===== src/rtl/uart_pkg.sv =====
// Shared UART definitions used by both the receive and transmit paths.
//   uart_state_t        : receiver FSM state encoding (IDLE=0 .. STOP=4)
//   DEFAULT_OVERSAMPLE  : default sample_tick pulses per bit period
//   DEFAULT_DATA_BITS   : default data bits per frame
//   PARITY_EVEN/ODD     : parity-mode selector values
package uart_pkg;

    typedef enum logic [2:0] {
        IDLE   = 3'd0,
        START  = 3'd1,
        DATA   = 3'd2,
        PARITY = 3'd3,
        STOP   = 3'd4
    } uart_state_t;

    localparam int unsigned DEFAULT_OVERSAMPLE = 16;
    localparam int unsigned DEFAULT_DATA_BITS  = 8;

    localparam bit PARITY_EVEN = 1'b0;
    localparam bit PARITY_ODD  = 1'b1;

endpackage


===== src/rtl/uart_rx_sync.sv =====
// Input conditioning for the UART receive line.
//   BCLK        in  system clock
//   RST_N       in  asynchronous active-low reset
//   sample_tick in  oversampling enable pulse
//   rx          in  asynchronous serial line (idles high)
//   rx_s        out rx after a 2-flop synchroniser
//   rx_prev     out rx_s as it was on the previous sample tick
//   fall        out falling edge of rx_s seen on the current sample tick
module uart_rx_sync (
    input  logic BCLK,
    input  logic RST_N,
    input  logic sample_tick,
    input  logic rx,
    output logic rx_s,
    output logic rx_prev,
    output logic fall
);

    logic meta;

    // All stages reset high so that reset release never looks like a start bit.
    always_ff @(posedge BCLK or negedge RST_N) begin
        if (!RST_N) begin
            meta    <= 1'b1;
            rx_s    <= 1'b1;
            rx_prev <= 1'b1;
        end else begin
            meta <= rx;
            rx_s <= meta;
            if (sample_tick) begin
                rx_prev <= rx_s;
            end
        end
    end

    // rx_prev must have been high, so a line held low never retriggers.
    assign fall = sample_tick & rx_prev & ~rx_s;

endmodule


===== src/rtl/uart_receiver.sv =====
// UART receive path: start-bit validation by oversampling, LSB-first
// deserialisation with optional parity, and a level-valid / read-ack output.
//   BCLK          in  system clock
//   RST_N         in  asynchronous active-low reset
//   sample_tick   in  one-cycle enable at OVERSAMPLE x baud
//   rx            in  asynchronous serial input
//   rx_read       in  consumer acknowledge pulse
//   rx_data       out last accepted byte (right-aligned)
//   rx_valid      out rx_data is unread
//   signal_busy   out FSM is not IDLE
//   framing_error out stop bit of the last delivered frame was low
//   parity_error  out parity mismatch on the last delivered frame
//   overrun_error out a frame completed while rx_valid was high
module uart_receiver #(
    parameter int unsigned DATA_BITS  = uart_pkg::DEFAULT_DATA_BITS,
    parameter int unsigned OVERSAMPLE = uart_pkg::DEFAULT_OVERSAMPLE,
    parameter bit          PARITY_EN  = 1'b0,
    parameter bit          PARITY_ODD = uart_pkg::PARITY_EVEN
) (
    input  logic                 BCLK,
    input  logic                 RST_N,
    input  logic                 sample_tick,
    input  logic                 rx,
    input  logic                 rx_read,
    output logic [DATA_BITS-1:0] rx_data,
    output logic                 rx_valid,
    output logic                 signal_busy,
    output logic                 framing_error,
    output logic                 parity_error,
    output logic                 overrun_error
);

    import uart_pkg::*;

    localparam int unsigned    TW        = $clog2(OVERSAMPLE);
    localparam logic [TW-1:0]  MID_TICK  = TW'(OVERSAMPLE / 2 - 1);
    localparam logic [TW-1:0]  LAST_TICK = TW'(OVERSAMPLE - 1);
    localparam logic [2:0]     LAST_BIT  = 3'(DATA_BITS - 1);

    uart_state_t          state;
    logic [TW-1:0]        tick_cnt;
    logic [2:0]           bit_cnt;
    logic [DATA_BITS-1:0] shreg;
    logic                 par_bad;
    logic                 rx_s;
    logic                 rx_prev;
    logic                 fall;

    uart_rx_sync u_sync (
        .BCLK        (BCLK),
        .RST_N       (RST_N),
        .sample_tick (sample_tick),
        .rx          (rx),
        .rx_s        (rx_s),
        .rx_prev     (rx_prev),
        .fall        (fall)
    );

    always_ff @(posedge BCLK or negedge RST_N) begin
        if (!RST_N) begin
            state         <= IDLE;
            tick_cnt      <= '0;
            bit_cnt       <= '0;
            shreg         <= '0;
            par_bad       <= 1'b0;
            rx_data       <= '0;
            rx_valid      <= 1'b0;
            signal_busy   <= 1'b0;
            framing_error <= 1'b0;
            parity_error  <= 1'b0;
            overrun_error <= 1'b0;
        end else begin
            // Consumer acknowledge; a completion later in this block overrides it.
            if (rx_read && rx_valid) begin
                rx_valid      <= 1'b0;
                framing_error <= 1'b0;
                parity_error  <= 1'b0;
                overrun_error <= 1'b0;
            end

            if (sample_tick) begin
                case (state)
                    IDLE: begin
                        if (fall) begin
                            state       <= START;
                            tick_cnt    <= '0;
                            signal_busy <= 1'b1;
                        end
                    end

                    START: begin
                        if (tick_cnt == MID_TICK) begin
                            if (rx_s) begin
                                state       <= IDLE;
                                signal_busy <= 1'b0;
                            end else begin
                                state    <= DATA;
                                tick_cnt <= '0;
                                bit_cnt  <= '0;
                                par_bad  <= 1'b0;
                            end
                        end else begin
                            tick_cnt <= tick_cnt + 1'b1;
                        end
                    end

                    DATA: begin
                        if (tick_cnt == LAST_TICK) begin
                            tick_cnt <= '0;
                            shreg    <= {rx_s, shreg[DATA_BITS-1:1]};
                            bit_cnt  <= bit_cnt + 3'd1;
                            if (bit_cnt == LAST_BIT) begin
                                state <= PARITY_EN ? PARITY : STOP;
                            end
                        end else begin
                            tick_cnt <= tick_cnt + 1'b1;
                        end
                    end

                    PARITY: begin
                        if (tick_cnt == LAST_TICK) begin
                            tick_cnt <= '0;
                            par_bad  <= (^shreg) ^ rx_s ^ PARITY_ODD;
                            state    <= STOP;
                        end else begin
                            tick_cnt <= tick_cnt + 1'b1;
                        end
                    end

                    STOP: begin
                        if (tick_cnt == LAST_TICK) begin
                            tick_cnt    <= '0;
                            state       <= IDLE;
                            signal_busy <= 1'b0;
                            if (!rx_valid || rx_read) begin
                                rx_data       <= shreg;
                                rx_valid      <= 1'b1;
                                framing_error <= ~rx_s;
                                parity_error  <= par_bad;
                                overrun_error <= 1'b0;
                            end else begin
                                overrun_error <= 1'b1;
                            end
                        end else begin
                            tick_cnt <= tick_cnt + 1'b1;
                        end
                    end

                    default: begin
                        state       <= IDLE;
                        signal_busy <= 1'b0;
                    end
                endcase
            end
        end
    end

endmodule


===== config.mk =====
export PLATFORM = sky130hd
export DESIGN_NAME = uart_receiver
export DESIGN_NICKNAME = d
export VERILOG_FILES = /design/src/rtl/uart_pkg.sv /design/src/rtl/uart_rx_sync.sv /design/src/rtl/uart_receiver.sv
export SDC_FILE = /design/constraint.sdc
export NUM_CORES = 1
export LEC_CHECK = 0
export CORE_ASPECT_RATIO = 1.4
export CORE_MARGIN = 1
export CORE_UTILIZATION = 55
export DETAILED_ROUTE_END_ITERATION = 6
export PLACE_DENSITY = 0.75
export SETUP_SLACK_MARGIN = 0.2
export SKIP_CTS_REPAIR_TIMING = 1
export SLEW_MARGIN = 0
export SYNTH_ARGS = -nofsm -noshare
export SYNTH_HDL_FRONTEND = slang
export SYNTH_HIERARCHICAL = 1
export SYNTH_SLANG_ARGS = --single-unit

===== constraint.sdc =====
create_clock -name BCLK -period 2.48 [get_ports BCLK]
set_input_delay 0.496 -clock BCLK [delete_from_list [all_inputs] [get_ports BCLK]]
set_output_delay 0.496 -clock BCLK [all_outputs]
set_load 0.01 [all_outputs]

== Word level (Yosys, flattened, before mapping) ==
Cells that the tools add are included.
Word-level totals
  register bits: 35
  output and inout port bits: 13
  bits of input ports: 5
Cells by class
  mux-type cells: 46
  reductions and logical operators: 17
  $add $sub $neg: 2
  bitwise gates (word level): 5
  eq/ne operators: 16
Operator list (count)
  1-bit two-way mux: 27
  3-bit two-way mux: 9
  4-bit two-way mux: 4
  3-bit one-hot mux with 5 select lines: 1
  2-bit inequality test, second input constant: 7
  4-bit one-hot mux with 3 select lines: 1
  5-bit AND reduction: 2
  4-bit AND reduction: 2
  8-bit XOR reduction: 1
  7-bit AND reduction: 1
  3-bit by 2-bit == test with 1-bit output, second input constant: 2
  3-bit == test, second input constant: 2
  3-bit one-hot mux with 2 select lines: 1
  6-bit AND reduction: 1
  4-bit by 1-bit adder with 4-bit output, second input constant: 1
  4-bit by 3-bit == test with 1-bit output, second input constant: 1
  4-bit == test, second input constant: 1
  1-bit one-hot mux with 4 select lines: 1
  2-bit nonzero test: 2
  3-bit by 1-bit adder with 3-bit output, second input constant: 1
  3-bit by 1-bit == test with 1-bit output, second input constant: 1
  3-bit zero test: 1
  3-bit inequality test, second input constant: 1
  3-bit AND reduction: 1
  12 further kinds: 14

== Longest topological paths before layout ==
  word-level depth: 6
  gate-level depth with buffers: 8
  depth with buffers taken out: 6

== Cells and area by module ==
Netlist, hierarchy kept.
By module, submodules not included
  uart_receiver: area an instance 1564.0 sq um, cells each 134, times used 1
  uart_rx_sync: area an instance 103.8 sq um, cells each 5, times used 1

== Worst setup path after synthesis ==
OpenSTA, ideal clock, no wires.
  path kind: register to register
  start: register tick_cnt[0]
  end: register shreg[0]
  setup slack: 0.591 ns
  buffers on the path: 2
  cell stages (with the launch flop): 9
  period minus slack after synthesis: 1.889 ns
  data arrival time: 1.765 ns
  required time: 2.355 ns
  cells stage by stage: dfrtp_1 -> ha_1 -> and3_2 -> clkbuf_1 -> nand2_1 -> nor2_1 -> and2_1 -> buf_4 -> mux2_2
On the way
  cells in the longest elaborated chain, start to end: 2
Ends and longest elaborated chain
  start: declaration: RTL line uart_receiver.sv:41  | logic [TW-1:0] tick_cnt;
  start signal: assignment: RTL line uart_receiver.sv:103  | tick_cnt <= tick_cnt + 1'b1;
  start signal: assignment: RTL line uart_receiver.sv:116  | tick_cnt <= tick_cnt + 1'b1;
  start signal: assignment: RTL line uart_receiver.sv:126  | tick_cnt <= tick_cnt + 1'b1;
  4-bit == test: RTL line uart_receiver.sv:108  | if (tick_cnt == LAST_TICK) begin
  3-bit AND reduction (no source line)
  end signal: assignment: RTL line uart_receiver.sv:110  | shreg <= {rx_s, shreg[DATA_BITS-1:1]};
  end: declaration: RTL line uart_receiver.sv:43  | logic [DATA_BITS-1:0] shreg;
Every way passes these cells.
A chain may end at the register's enable or synchronous reset.

== Final worst setup path ==
  start: input port sample_tick
  end: register tick_cnt[3]
On the way
  cells in the longest elaborated chain, start to end: 4
Ends and longest elaborated chain
  start: declaration: RTL line uart_receiver.sv:22  | input logic sample_tick,
  1-bit bitwise AND (2 in a row): RTL line uart_rx_sync.sv:37  | assign fall = sample_tick & rx_prev & ~rx_s;
  net fall: RTL line uart_receiver.sv:47  | logic fall;
  2-bit inequality test (no source line)
  4-bit AND reduction (no source line)
The timed path passes the listed nets, and every way through them passes these cells.

==> results.toml <==
[status]
status = "finished, final reports clean"

[drt]
wl_per_cell_um = 15.03
dr_wl_met3_um = 99
drt_first_pass_iters = 4
num_vias = 1163
drt-total-wl_um = 3036
dr_wl_met2_um = 1616
drc = 0
maxUsedRoutingLayer = "met4"
wirelength_met1_um = 1253
drt_iter0_markers = 7
final_antenna_net_count = 0
vias_per_cell = 5.757

[sta]
setup_viol = 0
tightest_slew_ps = 517.0
max_freq_ghz = 0.4926
setup_tns_ps = 0
report.final.slew_viol_count = 0
final.min_clock_period_ps = 2030
post-route-period-util = 0.8186
relSlewSlack = 0.6505
rsz0062_at_grt = "false"
finClkSkew_ps = 5.686
hold_viol_final = 0

[worst_setup_path]
cp.arrival_ps = 2210
setup.worst_path.start = "sample_tick"
endpoint_kind = "register"
crit_required_ps = 2660
path_class = "input pin to register"
worstPathMaxFanout = 9
reg2reg_from = "tick_cnt[0]"
critPathLaunchType = "input pin"

[yosys]
synth_top_area_cell = "dfrtp_1"
synth.distinct_cells = 44
syn_avg_cell_area_um2 = 12.00
syn_inst = 139
synth_edf_count = 0
synth_nets = 147
synthTopCellsByArea = "dfrtp_1 (48%), mux2_2 (12%), dfstp_2 (4.7%)"
yosys-top-cells-count = "dfrtp_1 (32), mux2_2 (18), nand2_1 (9)"
async_flop_share = 1.000
synth_top_area_frac = 0.4801
ys_seq_area_frac = 0.5274
yosys_warnings = 6
synth_ff_type = "dfrtp_1"
syn-cell-area_um2 = 1668
synth_most_common_cell = "dfrtp_1"
synth-seq-cells = 35

[clocking]
cts_htree_levels = 2
clk_pin_slew_ps = 70
cts-root-buf = "clkbuf_8"
numCtsBuffers = 5
cts_tree = "done"
clock_path_buffers = 2
clock_sinks = 35
clk_latency_ps = 290

[die]
fp-row-count = 23
die_area_um2 = 3260
ios = 18
start_util = 0.5796
die_y_um = 67.16
core_um2 = 2878
fp.dieW_um = 48.54

[final_layout]
nNetsFinal = 172
multi_input_area_um2 = 742.0
diodes = 0
seq_area_um2 = 879.6
fin_util = 0.6926
drive_gt1_frac = 0.2424
syn_to_final_growth_pct = 19.50
final_cells = 202
fill_cells = 223

[power_and_ir_drop]
clkPwrFrac = 0.292
p_per_area_nw_per_um2 = 745.4
p_sw_mw = 0.4235
sequentialPowerShare = 0.493
ir_drop_uv = 522.8
pwr-share-comb = 0.215
p_leak_nw = 0.9371
total_power_mw = 1.486
internal_power_mw = 1.062
swShare = 0.2850

[placed_design]
gp_congestion = 0.9164
hpwl_um = 2172
port_buffers = 17
dpl.cell_count = 194

[grt]
antenna_found_initial = 0
grt.overflow.total = 0
grt_first_pass_wirelength_um = 4954
grt_max_degree = 36
grtUsageTotal = 0.2069
first_global_vias = 1151

[hold_path]
hold_path.startpoint = "u_sync/meta"
min-delay-path-class = "register to register"

[run]
cap_viol_max_count = 0
per-layer routing:
layer  track usage  vias up
met5             0        -
met4        0.1250        0
met3       0.06081        9
met2        0.3785       17
met1        0.2101      595
li1              -      542
placed cells by master (no fill, tap or decap), types with 2 or more instances in the layout:
master           netlist  routed
a21oi_1                5       5
clkdlybuf4s50_1        0      17
dfrtp_1               32      32
ha_1                   3       3
nand3_1                3       3
xor2_1                 2       2
o21ai_0                6       6
buf_4                  2       5
inv_1                  6       6
mux2_2                18      18
o31ai_1                2       2
o2bb2ai_1              2       2
a22o_1                 2       2
mux2i_1                2       2
nor2_1                 8       8
nand2_1                9       9
dfstp_2                3       3
clkbuf_8               0       6
xnor2_1                7       7
cell families after synthesis:
family | after synthesis | synth area share
simple gates | 32 | 0.1095
compound gates | 29 | 0.1230
mux | 21 | 0.1425
xor+xnor | 9 | 0.04726
fa+ha+maj | 3 | 0.02251
flops | 35 | 0.5274
buf+inv | 10 | 0.02775
worst max-delay path: stages:
cell	delay, ps
clkdlybuf4s50_1	570
and3b_2	310
o21a_1	170
o21ai_1	320
nor4_1	80
a211o_1	270
per-stage QoR:
step	setup WS, ps	hold WS [ps]	instance area (µm²)
after floorplan	590.6	200.4	1668
final	449.8	363.6	1993
after global placement	220.7	346.0	1898
after detailed placement	139.8	352.0	1898
after global routing	319.7	368.3	1993
after CTS	442.6	362.4	1993
area by class of cell:
type | count | share of cell area
clock buffer | 7 | 0.04331
clock inverter | 1 | 0.004394
inverter | 6 | 0.01130
multi-input combinational | 94 | 0.3723
sequential | 35 | 0.4413
tap | 37 | 0.02323
timing repair buffer | 22 | 0.1042
state kept, by name, indices dropped and copies added (netlist names), 3 cells and up:
name,count
bit_cnt,3
state,3
tick_cnt,4
rx_data,8
shreg,8
power by group through the flow:
stage          sequential [mW]  combinational [mW]  clock [mW]
3_5_place_dp             0.744               0.323           0
3_3_place_gp             0.733               0.305           0
6_report                 0.732               0.319       0.434
5_1_grt                  0.746               0.357       0.465
4_1_cts                  0.734               0.323       0.444
2_1_floorplan            0.720               0.252           0
worst paths after layout:
path	endpoint	slack, ps	cells after the start
hold / removal	u_sync/rx_s	360	0
hold reg to reg	u_sync/rx_s	360	0
min in group asynchronous	signal_busy	600	2
setup reg to reg	shreg[2]	460	6
setup / recovery	tick_cnt[3]	450	6
max in group asynchronous	u_sync/meta	1530	2
Note: power is estimated with default switching activity, not from simulation.
